## config.mk

```make
export PLATFORM = sky130hd
export DESIGN_NAME = snn_cfg_sequencer
export DESIGN_NICKNAME = d
export VERILOG_FILES = /design/src/rtl/snn_cfg_sequencer.sv
export SDC_FILE = /design/constraint.sdc
export NUM_CORES = 1
export LEC_CHECK = 0
export ABC_AREA = 1
export BUFFER_PORTS_ARGS = -buffer_cell sky130_fd_sc_hd__buf_2
export CORE_MARGIN = 1
export CORE_UTILIZATION = 55
export CTS_CLUSTER_SIZE = 24
export DETAILED_ROUTE_END_ITERATION = 12
export GPL_TIMING_DRIVEN = 0
export HOLD_SLACK_MARGIN = 0.02
export PLACE_DENSITY = 0.72
export SYNTH_ARGS = -nofsm -noshare
export SYNTH_HDL_FRONTEND = slang
export SYNTH_SLANG_ARGS = --single-unit
```

## constraint.sdc

```tcl
create_clock -name clk -period 3.4 [get_ports clk]
set_input_delay 0.17 -clock clk [delete_from_list [all_inputs] [get_ports clk]]
set_output_delay 0.17 -clock clk [all_outputs]
set_load 0.005 [all_outputs]
```

## src/rtl/snn_cfg_sequencer.sv

```systemverilog
// Configuration sequencer: turns SPI register-write strobes into shadow-register
// updates and commits them to the neuron parameter port over valid/ready.
module snn_cfg_sequencer #(
    parameter int         NREG       = 14,
    parameter logic [3:0] CMD_CLR    = 4'hE,
    parameter logic [3:0] CMD_COMMIT = 4'hF
) (
    input  logic       clk,
    input  logic       rst_n,
    input  logic [3:0] wr_addr,
    input  logic [7:0] wr_data,
    input  logic       wr_en,
    output logic [3:0] param_addr,
    output logic [7:0] param_data,
    output logic       param_valid,
    input  logic       param_ready,
    output logic       busy,
    output logic       overflow,
    output logic [7:0] commit_count
);

    typedef enum logic [1:0] {
        IDLE = 2'd0,
        SCAN = 2'd1,
        SEND = 2'd2,
        DONE = 2'd3
    } state_t;

    localparam logic [3:0] LAST_IDX = 4'(NREG - 1);

    state_t          state_r;
    logic            wr_en_q;
    logic [7:0]      shadow_r [NREG];
    logic [NREG-1:0] dirty_r;
    logic            pend_valid_r;
    logic [3:0]      pend_addr_r;
    logic [7:0]      pend_data_r;
    logic            full_r;
    logic [3:0]      idx_r;
    logic [3:0]      param_addr_r;
    logic [7:0]      param_data_r;
    logic            param_valid_r;
    logic            busy_r;
    logic            overflow_r;
    logic [7:0]      commit_count_r;

    logic            wr_pulse_s;
    logic            ev_valid_s;
    logic [3:0]      ev_addr_s;
    logic [7:0]      ev_data_s;
    logic            sel_s;

    // Rising-edge detect on wr_en and selection of the event to serve in IDLE.
    always_comb begin
        wr_pulse_s = wr_en & ~wr_en_q;
        sel_s      = full_r | dirty_r[idx_r];
        if (pend_valid_r) begin
            ev_valid_s = 1'b1;
            ev_addr_s  = pend_addr_r;
            ev_data_s  = pend_data_r;
        end else begin
            ev_valid_s = wr_pulse_s;
            ev_addr_s  = wr_addr;
            ev_data_s  = wr_data;
        end
    end

    // Sequencer state, shadow bank, pending slot and all registered outputs.
    always_ff @(posedge clk or negedge rst_n) begin
        if (!rst_n) begin
            state_r        <= IDLE;
            wr_en_q        <= 1'b0;
            for (int i = 0; i < NREG; i++) shadow_r[i] <= 8'h00;
            dirty_r        <= '0;
            pend_valid_r   <= 1'b0;
            pend_addr_r    <= 4'h0;
            pend_data_r    <= 8'h00;
            full_r         <= 1'b0;
            idx_r          <= 4'h0;
            param_addr_r   <= 4'h0;
            param_data_r   <= 8'h00;
            param_valid_r  <= 1'b0;
            busy_r         <= 1'b0;
            overflow_r     <= 1'b0;
            commit_count_r <= 8'h00;
        end else begin
            wr_en_q <= wr_en;
            // While a commit runs, writes park in the single slot or are dropped.
            if ((state_r != IDLE) && wr_pulse_s) begin
                if (!pend_valid_r) begin
                    pend_valid_r <= 1'b1;
                    pend_addr_r  <= wr_addr;
                    pend_data_r  <= wr_data;
                end else begin
                    overflow_r <= 1'b1;
                end
            end
            case (state_r)
                IDLE: begin
                    if (pend_valid_r) begin
                        if (wr_pulse_s) begin
                            pend_addr_r <= wr_addr;
                            pend_data_r <= wr_data;
                        end else begin
                            pend_valid_r <= 1'b0;
                        end
                    end
                    if (ev_valid_s) begin
                        if (ev_addr_s <= LAST_IDX) begin
                            shadow_r[ev_addr_s] <= ev_data_s;
                            dirty_r[ev_addr_s]  <= 1'b1;
                        end else if (ev_addr_s == CMD_CLR) begin
                            overflow_r <= 1'b0;
                        end else if (ev_addr_s == CMD_COMMIT) begin
                            full_r  <= ev_data_s[0];
                            idx_r   <= 4'h0;
                            state_r <= SCAN;
                            busy_r  <= 1'b1;
                        end
                    end
                end
                SCAN: begin
                    if (sel_s) begin
                        param_addr_r  <= idx_r;
                        param_data_r  <= shadow_r[idx_r];
                        param_valid_r <= 1'b1;
                        state_r       <= SEND;
                    end else if (idx_r == LAST_IDX) begin
                        state_r <= DONE;
                    end else begin
                        idx_r <= idx_r + 4'd1;
                    end
                end
                SEND: begin
                    if (param_ready) begin
                        param_valid_r  <= 1'b0;
                        dirty_r[idx_r] <= 1'b0;
                        if (idx_r == LAST_IDX) begin
                            state_r <= DONE;
                        end else begin
                            idx_r   <= idx_r + 4'd1;
                            state_r <= SCAN;
                        end
                    end
                end
                DONE: begin
                    commit_count_r <= commit_count_r + 8'd1;
                    state_r        <= IDLE;
                    busy_r         <= 1'b0;
                end
                default: begin
                    state_r <= IDLE;
                    busy_r  <= 1'b0;
                end
            endcase
        end
    end

    assign param_addr   = param_addr_r;
    assign param_data   = param_data_r;
    assign param_valid  = param_valid_r;
    assign busy         = busy_r;
    assign overflow     = overflow_r;
    assign commit_count = commit_count_r;

endmodule

```

Word-level counts from Yosys, hierarchy flattened
Cells that the tools add are included.
{"block": "classes", "muxes": 62, "n_eq_ne": 15, "addsub": 2, "n_reduce_logical": 18, "bitwise": 10, "n_lt_le_gt_ge": 8}
{"op": "$bwmux W112", "n": 1}
{"op": "$mux W8", "n": 8}
{"op": "$mux W4", "n": 12}
{"op": "$mux W14", "n": 3}
{"op": "$bmux W8 S4", "n": 1}
{"op": "$demux W8 S4", "n": 1}
{"op": "$pmux W14 S2", "n": 1}
{"op": "$mux W1", "n": 20}
{"op": "$mux W2", "n": 8}
{"op": "$ne A2 B2 Y1 const B", "n": 8}
{"op": "$and A14 B14 Y14", "n": 1}
{"op": "$not A14 Y14", "n": 1}
{"op": "$or A14 B14 Y14", "n": 1}
{"op": "$eq A4 B4 Y1 const B", "n": 3}
{"op": "$pmux W4 S3", "n": 1}
{"op": "$ge A5 B5 Y1 const B", "n": 2}
{"op": "$lt A4 B5 Y1 const B", "n": 2}
{"op": "$not A4 Y5", "n": 2}
{"op": "$reduce_and A5 Y1", "n": 2}
{"op": "$add A8 B1 Y8 const B", "n": 1}
{"op": "$demux W1 S4", "n": 2}
{"op": "$ge A4 B1 Y1 const B", "n": 2}
{"op": "$pmux W2 S4", "n": 1}
{"op": "$reduce_bool A2 Y1", "n": 4}
{"op": "19 further kinds", "n": 27}
{"block": "word_totals", "output_inout_bits": 23, "register_bits": 170, "elab_cells": 143, "in_bits": 16}

Logic depth before layout (Yosys ltp)
Gate-level depths: netlist of the first run.
{"block": "logic_depth", "ltp_word": 9, "mapped_depth": 12, "ltp_nobuf": 12}

Worst setup path after synthesis of the first run
OpenSTA, ideal clock, no wires.
{"block": "synth_path", "kind": "register to register", "startpoint": "register idx_r[1]", "endpoint": "register idx_r[1]", "required_time_ns": 3.335, "path_stages_with_launch": 11, "setup_ns": 0.065, "arrival_ns": 1.839, "synth_period_minus_slack_ns": 1.904, "n_path_buf": 2, "setup_slack_ns": 1.496, "path_cell_list": "dfrtp_1 inv_1 clkbuf_1 clkbuf_1 ha_1 nand2_1 o21ai_0 nor2_2 nand2_1 nand2_1 nand2_1"}
{"block": "synth_via", "elab_chain_len": 5, "elab_cells_between_ends": 11, "classes_between": "add/sub (1); eq/ne (2); mux (6); bitwise (1); reduce/logical (1)"}
{"item": "from (decl)", "line": "39", "rtl": "logic [3:0] idx_r;"}
{"item": "from (signal assigned)", "line": "131", "rtl": "idx_r <= idx_r + 4'd1;"}
{"item": "from (signal assigned)", "line": "141", "rtl": "idx_r <= idx_r + 4'd1;"}
{"item": "$bmux W1 S4", "line": "56", "rtl": "sel_s = full_r | dirty_r[idx_r];"}
{"item": "$mux W1 (not written as such)", "line": "56"}
{"item": "$or A1 B1 Y1", "line": "56"}
{"item": "$ne A2 B2 Y1 (no source line)"}
{"item": "$reduce_and A7 Y1 (no source line)"}
Several ways; a longest one is shown, not always the timed one. The select of a mux whose other input is x is not followed.
A chain may end at the register's enable or synchronous reset.

Final worst setup path of the first run
Same ends and word-level chain as after synthesis.

==> impl_metrics.csv, run 1 <==
group,metric,value,unit
status,outcome,"complete, no violations",
power_and_ir_drop,power_density,952,nW/µm²
layout,final_cell_mix,"nand2_1 (320), o21ai_0 (215), dfrtp_1 (170)",
die,rows,45,
setup_path,rrSetupSlack,740,ps
placement,placedCellCount,1380,
layout,drive_above_1_share,11.5,%
timing,slew_headroom,47.8,%
hold_path,hold_depth,3,
cts,insertion_delay,440,ps
setup_path,rr_startpoint,"idx_r[1]",
setup_path,worstPathRequired,3780,ps
cts,clock-root-buffer,"clkbuf_16",
yosys,yosys_register_bits,170,
yosys,synth_warnings,0,
drt,wl,22400,µm
setup_path,r2r-end,"idx_r[1]",
drt,drt-initial-drc-count,707,
cts,cts_buffer_depth,2,
layout,syn2layout_area_growth,13.7,%
timing,maxSlewViolCount,0,
global_route,antenna_found_initial,0,
setup_path,arrival,3040,ps
cts,path_clk_slew,60,ps
timing,finalCriticalPeriod,2660,ps
cts,cts_sinks,170,
setup_path,worstPathMaxFanout,11,
setup_path,crit_path_end_kind,"register",
setup_path,start_kind,"register",
timing,worstMarginPinSlew,779,ps
global_route,grt_pass1_wl,36700,µm
placement,hpwl,15900,µm
layout,fin_cells,1424,
timing,fin_crit_sh,78.2,%
run,cap_violations,0,
power_and_ir_drop,ir_drop,0.524,mV
hold_path,hp-start,"wr_addr[1]",
cts,cts_resized,0,
drt,vias_per_cell,5.36,
die,io_pins,39,
timing,whs,34.0,ps
cts,cts_setup_buffers,0,
layout,num-nets-final,1226,
hold_path,worstHoldPathType,"input pin to register",
die,core,15400,µm²
cts,cts_tree,"built",
drt,drtAntennaViolNets,0,
global_route,grtUsageTotal,28.9,%
global_route,overflow,0,
power_and_ir_drop,power_leakage,4.92,nW
cts,htreeDepth,4,
power_and_ir_drop,p_total,9.53,mW
layout,design_area,10000,µm²
yosys,synthesis.nets,1155,
timing,fin_ws,741,ps
drt,wire_per_inst,15.7,µm
setup_path,criticalPathCategory,"register to register",
die,start_util,57.1,%
cts,cts_hold_buf,13,
timing,setup_violations,0,
timing,hold_violations,0,
yosys,ys_seq_area_share,48.3,%
drt,vias,7635,
timing,setup_tns,0,ps
global_route,grt_pass1_vias,7029,
global_route,grt_max_degree,90,
placement,post-place-ws,833,ps
drt,drc,0,
die,die_h,129,µm
timing,fin_worst_skew,9.04,ps
hold_path,hold_end,"pend_addr_r[1]",
yosys,synthCells,1130,
cts,numCtsBuffers,17,
layout,fin_util,64.9,%
layout,num-fill-cells,1374,
yosys,synthDistinctLibCells,33,
placement,port_buffers,38,
timing,rsz0062_at_grt,"false",
die,fp.dieArea,16500,µm²
layout,diodes,0,
placement,place_area,9300,µm²
placement,gp_congestion,0.897,
yosys,syn_area,8810,µm²
die,dieWidth,129,µm
timing,max_freq,376,MHz
drt,dr.pass1.iters,6,
yosys,syn_area_per_cell,7.80,µm²
layout,layout_commonest_cell,"nand2_1",
setup_path,ff2ff_path_depth,10,
how the worst max path moves through the flow:
stage / from / end / cells past startpoint
after global routing: idx_r[1] / idx_r[0] / 10
final: idx_r[1] / idx_r[1] / 10
after global placement: rst_n / shadow_r[69] / 1
after floorplan: idx_r[1] / idx_r[1] / 10
after detailed placement: idx_r[1] / idx_r[1] / 10
after CTS: idx_r[1] / idx_r[0] / 10
cells in the mapped netlist (all sizes together):
cell    count  area, µm²
a21oi      60        300
a31oi      13       81.3
buf        31        234
clkbuf     28        105
clkinv      1       3.75
dfrtp     170       4250
ha          9        113
inv       153        574
nand2     328       1260
nand3      28        168
nand3b      1       7.51
nand4       4       25.0
nor2       32        123
nor3       13        205
nor4        1       6.26
o21ai     242       1240
o31ai       1       7.51
or2         8       50.1
xnor2       2       17.5
xor2        5       43.8
sequential cells by signal (all words and copies together) (netlist names):
register / cells
pend_addr_r: 4
pend_valid_r: 1
busy: 1
state_r: 2
pend_data_r: 8
param_valid: 1
full_r: 1
param_addr: 4
overflow: 1
idx_r: 4
wr_en_q: 1
shadow_r: 112
dirty_r: 14
param_data: 8
commit_count: 8
where the power goes:
part | internal [mW] | switching (mW) | leakage, nW | total [mW]
combinational | 1.29 | 2.93 | 2.66 | 4.22
sequential | 2.94 | 0.422 | 1.98 | 3.36
clock | 1.10 | 0.848 | 0.275 | 1.95
cells by family (layout without fill, tap and decap cells):
family | after synthesis | after routing | synth area share [%]
AND/OR/NAND/NOR | 415 | 415 | 20.9
AO/OA/AOI/OAI | 316 | 316 | 18.5
buffers and inverters | 213 | 296 | 10.4
flip-flops | 170 | 170 | 48.3
adder cells (fa/ha/maj) | 9 | 9 | 1.28
XOR/XNOR | 7 | 7 | 0.696
critical path, stage by stage, from the launching register on:
cell	delay, ps
dfrtp_1	440
inv_1	130
clkbuf_1	490
clkbuf_1	550
ha_1	300
nand2_1	100
o21ai_0	210
nor2_2	110
nand2_1	130
nand2_1	70
nand2_1	70
cell type report:
cell class	count	area, µm²	share of cell area (%)
timing repair buffer	52	358	3.57
multi-input combinational	747	3640	36.3
tap	211	264	2.64
clock inverter	13	144	1.44
sequential	170	4250	42.5
clock buffer	18	439	4.38
buffer	59	339	3.38
inverter	154	578	5.77
metal layers:
metal	global-route usage (%)	vias up	routed length, µm
met4	12.0	0	617
met2	44.2	265	9980
li1	-	3760	-
met1	41.4	3577	10500
met5	0	-	0
met3	4.41	33	1260
Power figures use the tool's default switching activity.
==> run 2, diff against run 1 <==
- ABC_AREA: 1 -> 0
- PLACE_DENSITY: 0.72 -> 0.75
- clock period: 3.4 -> 2.4 ns (I/O delays scaled with it)
==> run 2 against run 1 <==
  * Sequential power grew 46%
  * Flip-flop and latch count stayed put
  * First-iteration DRC count decreased by 7.6%
  * Critical endpoint is now param_data[7]
==> impl_metrics.csv, run 2 <==
group,metric,value,unit
timing,fin_worst_skew,9.36,ps
hold_path,hold_end,"pend_addr_r[1]",
setup_path,cp.depth,6,
timing,finalCriticalPeriod,2390,ps
drt,wl,20600,µm
timing,fin_ws,12.3,ps
cts,cts_tree,"built",
setup_path,crit_family,"simple AND/OR/NAND/NOR gates",
timing,setup_violations,0,
die,io_pins,39,
layout,layout_commonest_cell,"dfrtp_1",
timing,fin_crit_sh,99.5,%
yosys,yosys_register_bits,170,
placement,hpwl,14000,µm
setup_path,crit_path_end_kind,"register",
global_route,grt_pass1_vias,6328,
layout,largest_reg_flops,112,
die,core,14100,µm²
yosys,synth_edf_count,0,
power_and_ir_drop,power_density,1370,nW/µm²
layout,syn2layout_area_growth,17.0,%
cts,clock-root-buffer,"clkbuf_16",
cts,insertion_delay,440,ps
power_and_ir_drop,ir_drop,0.708,mV
cts,numCtsBuffers,17,
layout,num-nets-final,839,
layout,final_cell_mix,"dfrtp_1 (168), nor2_1 (111), a21oi_1 (108)",
status,outcome,"complete, no violations",
drt,vias,6252,
placement,port_buffers,37,
drt,drtAntennaViolNets,0,
yosys,ys_async_sr_fraction,100,%
setup_path,r2r-end,"param_data[7]",
global_route,grtUsageTotal,29.5,%
yosys,syn_area_per_cell,10.9,µm²
drt,drt-initial-drc-count,653,
yosys,synth_top_area_share,52.7,%
global_route,antenna_found_initial,0,
layout,design_area,9440,µm²
global_route,overflow,0,
yosys,ys_seq_area_share,52.7,%
die,rows,43,
placement,place_area,8520,µm²
power_and_ir_drop,p_total,13.0,mW
setup_path,criticalPathCategory,"register to register",
drt,wire_per_inst,20.4,µm
cts,cts_buffer_depth,2,
placement,placedCellCount,957,
placement,post-place-ws,-276,ps
cts,cts_sinks,170,
setup_path,slowest_delay,500,ps
timing,max_freq,419,MHz
setup_path,worstPathRequired,2720,ps
timing,slew_headroom,42.6,%
yosys,synthesis.nets,764,
timing,worstMarginPinSlew,861,ps
drt,dr.pass1.iters,5,
yosys,synth_commonest_cells,"dfrtp_1 (170), nor2_1 (111), a21oi_1 (110), nand2_1 (45), o21ai_0 (41)",
die,die_h,123,µm
cts,htreeDepth,4,
hold_path,hold_depth,3,
layout,fin_cells,1007,
yosys,yosys.area.top_type,"dfrtp_1",
setup_path,path_buf_inv,1,
setup_path,rr_startpoint,"idx_r[1]",
drt,vias_per_cell,6.21,
power_and_ir_drop,power_leakage,4.11,nW
layout,regMostFlops,"shadow_r",
setup_path,rrSetupSlack,10,ps
hold_path,worstHoldPathType,"input pin to register",
yosys,synth_warnings,0,
layout,num-fill-cells,1026,
run,cap_violations,0,
global_route,grt_max_degree,95,
layout,drive_above_1_share,24.1,%
die,start_util,57.3,%
setup_path,cp_cell_sequence,"buf_4 > nand3b_2 > o21bai_1 > a211oi_4 > nor2_4 > mux2_2",
yosys,synth_top_flop_cell,"dfrtp_1",
setup_path,ff2ff_path_depth,6,
yosys,synth_area_leaders,"dfrtp_1 (53%), mux4_2 (7.3%), a21oi_1 (6.8%), nor2_1 (5.2%), mux2i_1 (3.7%)",
die,fp.dieArea,15200,µm²
layout,top_regs,"shadow_r (112), dirty_r (14)",
timing,setup_tns,0,ps
timing,hold_violations,0,
placement,gp_congestion,0.861,
setup_path,slowest_stage,"o21bai_1",
die,dieWidth,123,µm
timing,maxSlewViolCount,0,
global_route,grt_pass1_wl,32700,µm
hold_path,hp-start,"wr_addr[1]",
layout,diodes,0,
drt,drc,0,
yosys,syn_area,8070,µm²
yosys,synthCells,739,
setup_path,arrival,2710,ps
cts,path_clk_slew,60,ps
yosys,synth_most_common_cell,"dfrtp_1",
setup_path,worstPathMaxFanout,9,
setup_path,start_kind,"register",
yosys,synthDistinctLibCells,61,
## run 2: layout make-up
| type | instances | area, µm² | area share [%] |
|---|---|---|---|
| tap | 180 | 225 | 2.38 |
| inverter | 14 | 52.6 | 0.556 |
| clock buffer | 18 | 429 | 4.54 |
| timing repair buffer | 62 | 443 | 4.69 |
| sequential | 170 | 4260 | 45.1 |
| clock inverter | 14 | 136 | 1.44 |
| multi-input combinational | 504 | 3580 | 38.0 |
| buffer | 45 | 317 | 3.35 |
## run 2: worst max-delay path by stage
stage	to	slack (ps)	start
after floorplan	idx_r[3]	290	idx_r[0]
after global placement	param_data[6]	-1210	rst_n
after detailed placement	shadow_r[111]	-280	pend_valid_r
after CTS	shadow_r[97]	-0.3	pend_valid_r
after global routing	shadow_r[93]	-8	state_r[0]
final	param_data[7]	10	idx_r[1]
## run 2: what timing repair did
item | 4_1_cts | 5_1_grt
gates cloned | 0 | 0
pin swaps | 0 | 4
setup buffers | 0 | 13
hold buffers | 11 | 0
resized for setup | 29 | 22
setup endpoints to repair | 114 | 102
endpoints found under the hold margin | 86 | 0
## run 2: logic make-up (layout without fill, tap and decap cells)
group | after synthesis | in the layout | share of synthesized area, %
AOI/OAI and AO/OA | 194 | 194 | 14.4
xor gates and xnor gates | 8 | 8 | 0.868
adders and majority gates | 10 | 10 | 1.52
buffers and inverters | 65 | 153 | 4.54
DFF | 170 | 170 | 52.7
muxes | 74 | 74 | 13.5
and+or+nand+nor | 218 | 218 | 12.5
## run 2: where the power goes
part	internal [mW]	switching [mW]
logic	2.46	2.96
registers	4.11	0.778
clock network	1.45	1.20
total	8.02	4.94
## run 2: worst register-to-register path, delay by kind of cell (launching register included)
kind | cells | cell delay (ps)
buffers and inverters | 1 | 150
AOI/OAI and AO/OA | 2 | 620
DFF | 1 | 420
muxes | 1 | 390
and+or+nand+nor | 2 | 700
## run 2: per-layer routing
layer / GRT usage, % / share of wire [%]
met1: 37.3 / 41
met2: 46.9 / 49
met4: 16.6 / 4.2
met3: 6.69 / 5.6
met5: 0 / 0
## run 2: stage by stage
stage / utilization, % / hold WS (ps)
2_1_floorplan: - / -176
6_report: 67.0 / 47.9
4_1_cts: 66.1 / 40.3
5_1_grt: 67.0 / 51.4
3_3_place_gp: 60.2 / 263
3_5_place_dp: 60.4 / 128
==> run 3, diff against run 2 <==
- PLACE_DENSITY: 0.75 -> 0.73
- clock period: 2.4 -> 3.1 ns (I/O delays scaled with it)
==> run 3 against run 2 <==
  * Via count fell by 0.16%
  * Final area fell by 2.1%
  * Highest routed layer unchanged
  * Clock skew barely moved
  * Largest power group unchanged
==> impl_metrics.csv, run 3 (synthesized netlist as in run 2, its figures left out) <==
group,metric,value,unit
layout,layout_commonest_cell,"dfrtp_1",
cts,cts_hold_buf,10,
cts,cts_tree,"built",
hold_path,hp-start,"param_ready",
cts,numCtsBuffers,17,
drt,vias,6242,
layout,fin_cells,999,
layout,num-fill-cells,1101,
die,core,14100,µm²
cts,cts_resized,0,
placement,place_area,8520,µm²
power_and_ir_drop,power_leakage,3.99,nW
layout,syn2layout_area_growth,14.6,%
die,dieWidth,123,µm
layout,num-nets-final,831,
layout,diodes,0,
global_route,grt_max_degree,115,
timing,fin_worst_skew,8.95,ps
power_and_ir_drop,ir_drop,0.582,mV
cts,path_clk_slew,70,ps
timing,worstMarginPinSlew,1270,ps
timing,finalCriticalPeriod,2860,ps
layout,regMostFlops,"shadow_r",
setup_path,rr_startpoint,"pend_valid_r",
setup_path,worstPathRequired,3450,ps
layout,design_area,9250,µm²
setup_path,r2r-end,"shadow_r[110]",
cts,cts_setup_buffers,0,
setup_path,rrSetupSlack,240,ps
placement,gp_congestion,0.885,
cts,htreeDepth,4,
cts,cts_sinks,170,
die,die_h,123,µm
hold_path,hold_end,"param_valid",
timing,hold_violations,0,
setup_path,worstPathMaxFanout,10,
timing,rsz0062_at_grt,"false",
timing,fin_ws,241,ps
setup_path,slowest_stage,"o32ai_1",
global_route,antenna_found_initial,0,
timing,max_freq,350,MHz
die,fp.dieArea,15200,µm²
setup_path,crit_family,"compound AO/OA/AOI/OAI gates",
timing,fin_crit_sh,92.2,%
power_and_ir_drop,power_density,1080,nW/µm²
hold_path,hold_depth,3,
timing,setup_tns,0,ps
placement,placedCellCount,957,
layout,top_regs,"shadow_r (112), dirty_r (14)",
drt,wire_per_inst,20.3,µm
drt,drt-initial-drc-count,685,
placement,post-place-ws,358,ps
drt,vias_per_cell,6.25,
setup_path,path_buf_inv,1,
cts,cts_buffer_depth,2,
setup_path,start_kind,"register",
timing,slew_headroom,15.0,%
layout,fin_util,65.6,%
setup_path,slowest_delay,1080,ps
setup_path,cp_cell_sequence,"o32ai_1 > nor3b_2 > buf_2 > nor2_1 > a21oi_1",
run,cap_violations,0,
layout,regArea,4250,µm²
setup_path,crit_path_end_kind,"register",
layout,final_cell_mix,"dfrtp_1 (170), nor2_1 (111), a21oi_1 (110)",
die,io_pins,39,
drt,wl,20300,µm
timing,setup_violations,0,
global_route,grtUsageTotal,29.2,%
placement,port_buffers,37,
cts,clock-root-buffer,"clkbuf_16",
global_route,grt_pass1_wl,32600,µm
die,rows,43,
drt,drc,0,
hold_path,worstHoldPathType,"input pin to register",
global_route,grt_pass1_vias,6240,
status,outcome,"complete, no violations",
setup_path,ff2ff_path_depth,5,
timing,maxSlewViolCount,0,
layout,largest_reg_flops,112,
setup_path,arrival,3210,ps
drt,drtAntennaViolNets,0,
setup_path,criticalPathCategory,"register to register",
global_route,overflow,0,
layout,multi_input_area,3450,µm²
die,start_util,57.3,%
layout,drive_above_1_share,18.8,%
placement,hpwl,13800,µm
cts,insertion_delay,430,ps
drt,dr.pass1.iters,6,
==> run 3: cell count changes in the layout (fill, tap and decap cells not counted), sizes merged <==
cell and change:
clkinv +6, buf -11, bufinv +2, dlygate4sd3 -1, inv -3, clkbuf +4, clkinvlp -5
==> run 3: power by group <==
part           internal [mW]  switching, mW  total (mW)
Clock                   1.31          0.936        2.24
Sequential              3.18          0.583        3.76
Combinational           1.79           2.19        3.99
Total                   6.28           3.71        9.99
==> run 3: how the worst max path moves through the flow <==
stage	start	to	slack, ps	depth (start not counted)
2_1_floorplan	idx_r[0]	idx_r[3]	990	5
3_3_place_gp	rst_n	shadow_r[30]	-550	1
3_5_place_dp	pend_valid_r	shadow_r[110]	360	5
4_1_cts	pend_valid_r	shadow_r[108]	320	4
5_1_grt	pend_valid_r	shadow_r[110]	150	5
6_report	pend_valid_r	shadow_r[110]	240	5
==> run 3: routing by layer <==
layer	share of wire, %	track usage (%)
met1	41	37.2
met3	6.1	5.67
met5	0	0
met2	49	48.1
met4	3.5	13.6
==> run 3: area by class of cell <==
type	instances	area share [%]
timing repair buffer	48	3.49
multi-input combinational	504	37.3
clock inverter	14	2.04
buffer	51	3.40
sequential	170	46.0
inverter	14	0.568
clock buffer	18	4.75
tap	180	2.44
==> run 3: stage by stage <==
| stage | hold slack [ps] | total power [mW] |
|---|---|---|
| after floorplan | -141 | 6.54 |
| after global placement | 299 | 7.48 |
| after detailed placement | 109 | 7.70 |
| after CTS | 20.6 | 9.98 |
| after global routing | 47.5 | 10.6 |
| final | 36.2 | 9.99 |
==> run 3: worst register-to-register path, delay by kind of cell, from the launching register on <==
kind | cells | cell delay (ps)
DFF | 1 | 450
buffers and inverters | 1 | 370
AOI/OAI and AO/OA | 2 | 1200
and+or+nand+nor | 2 | 760
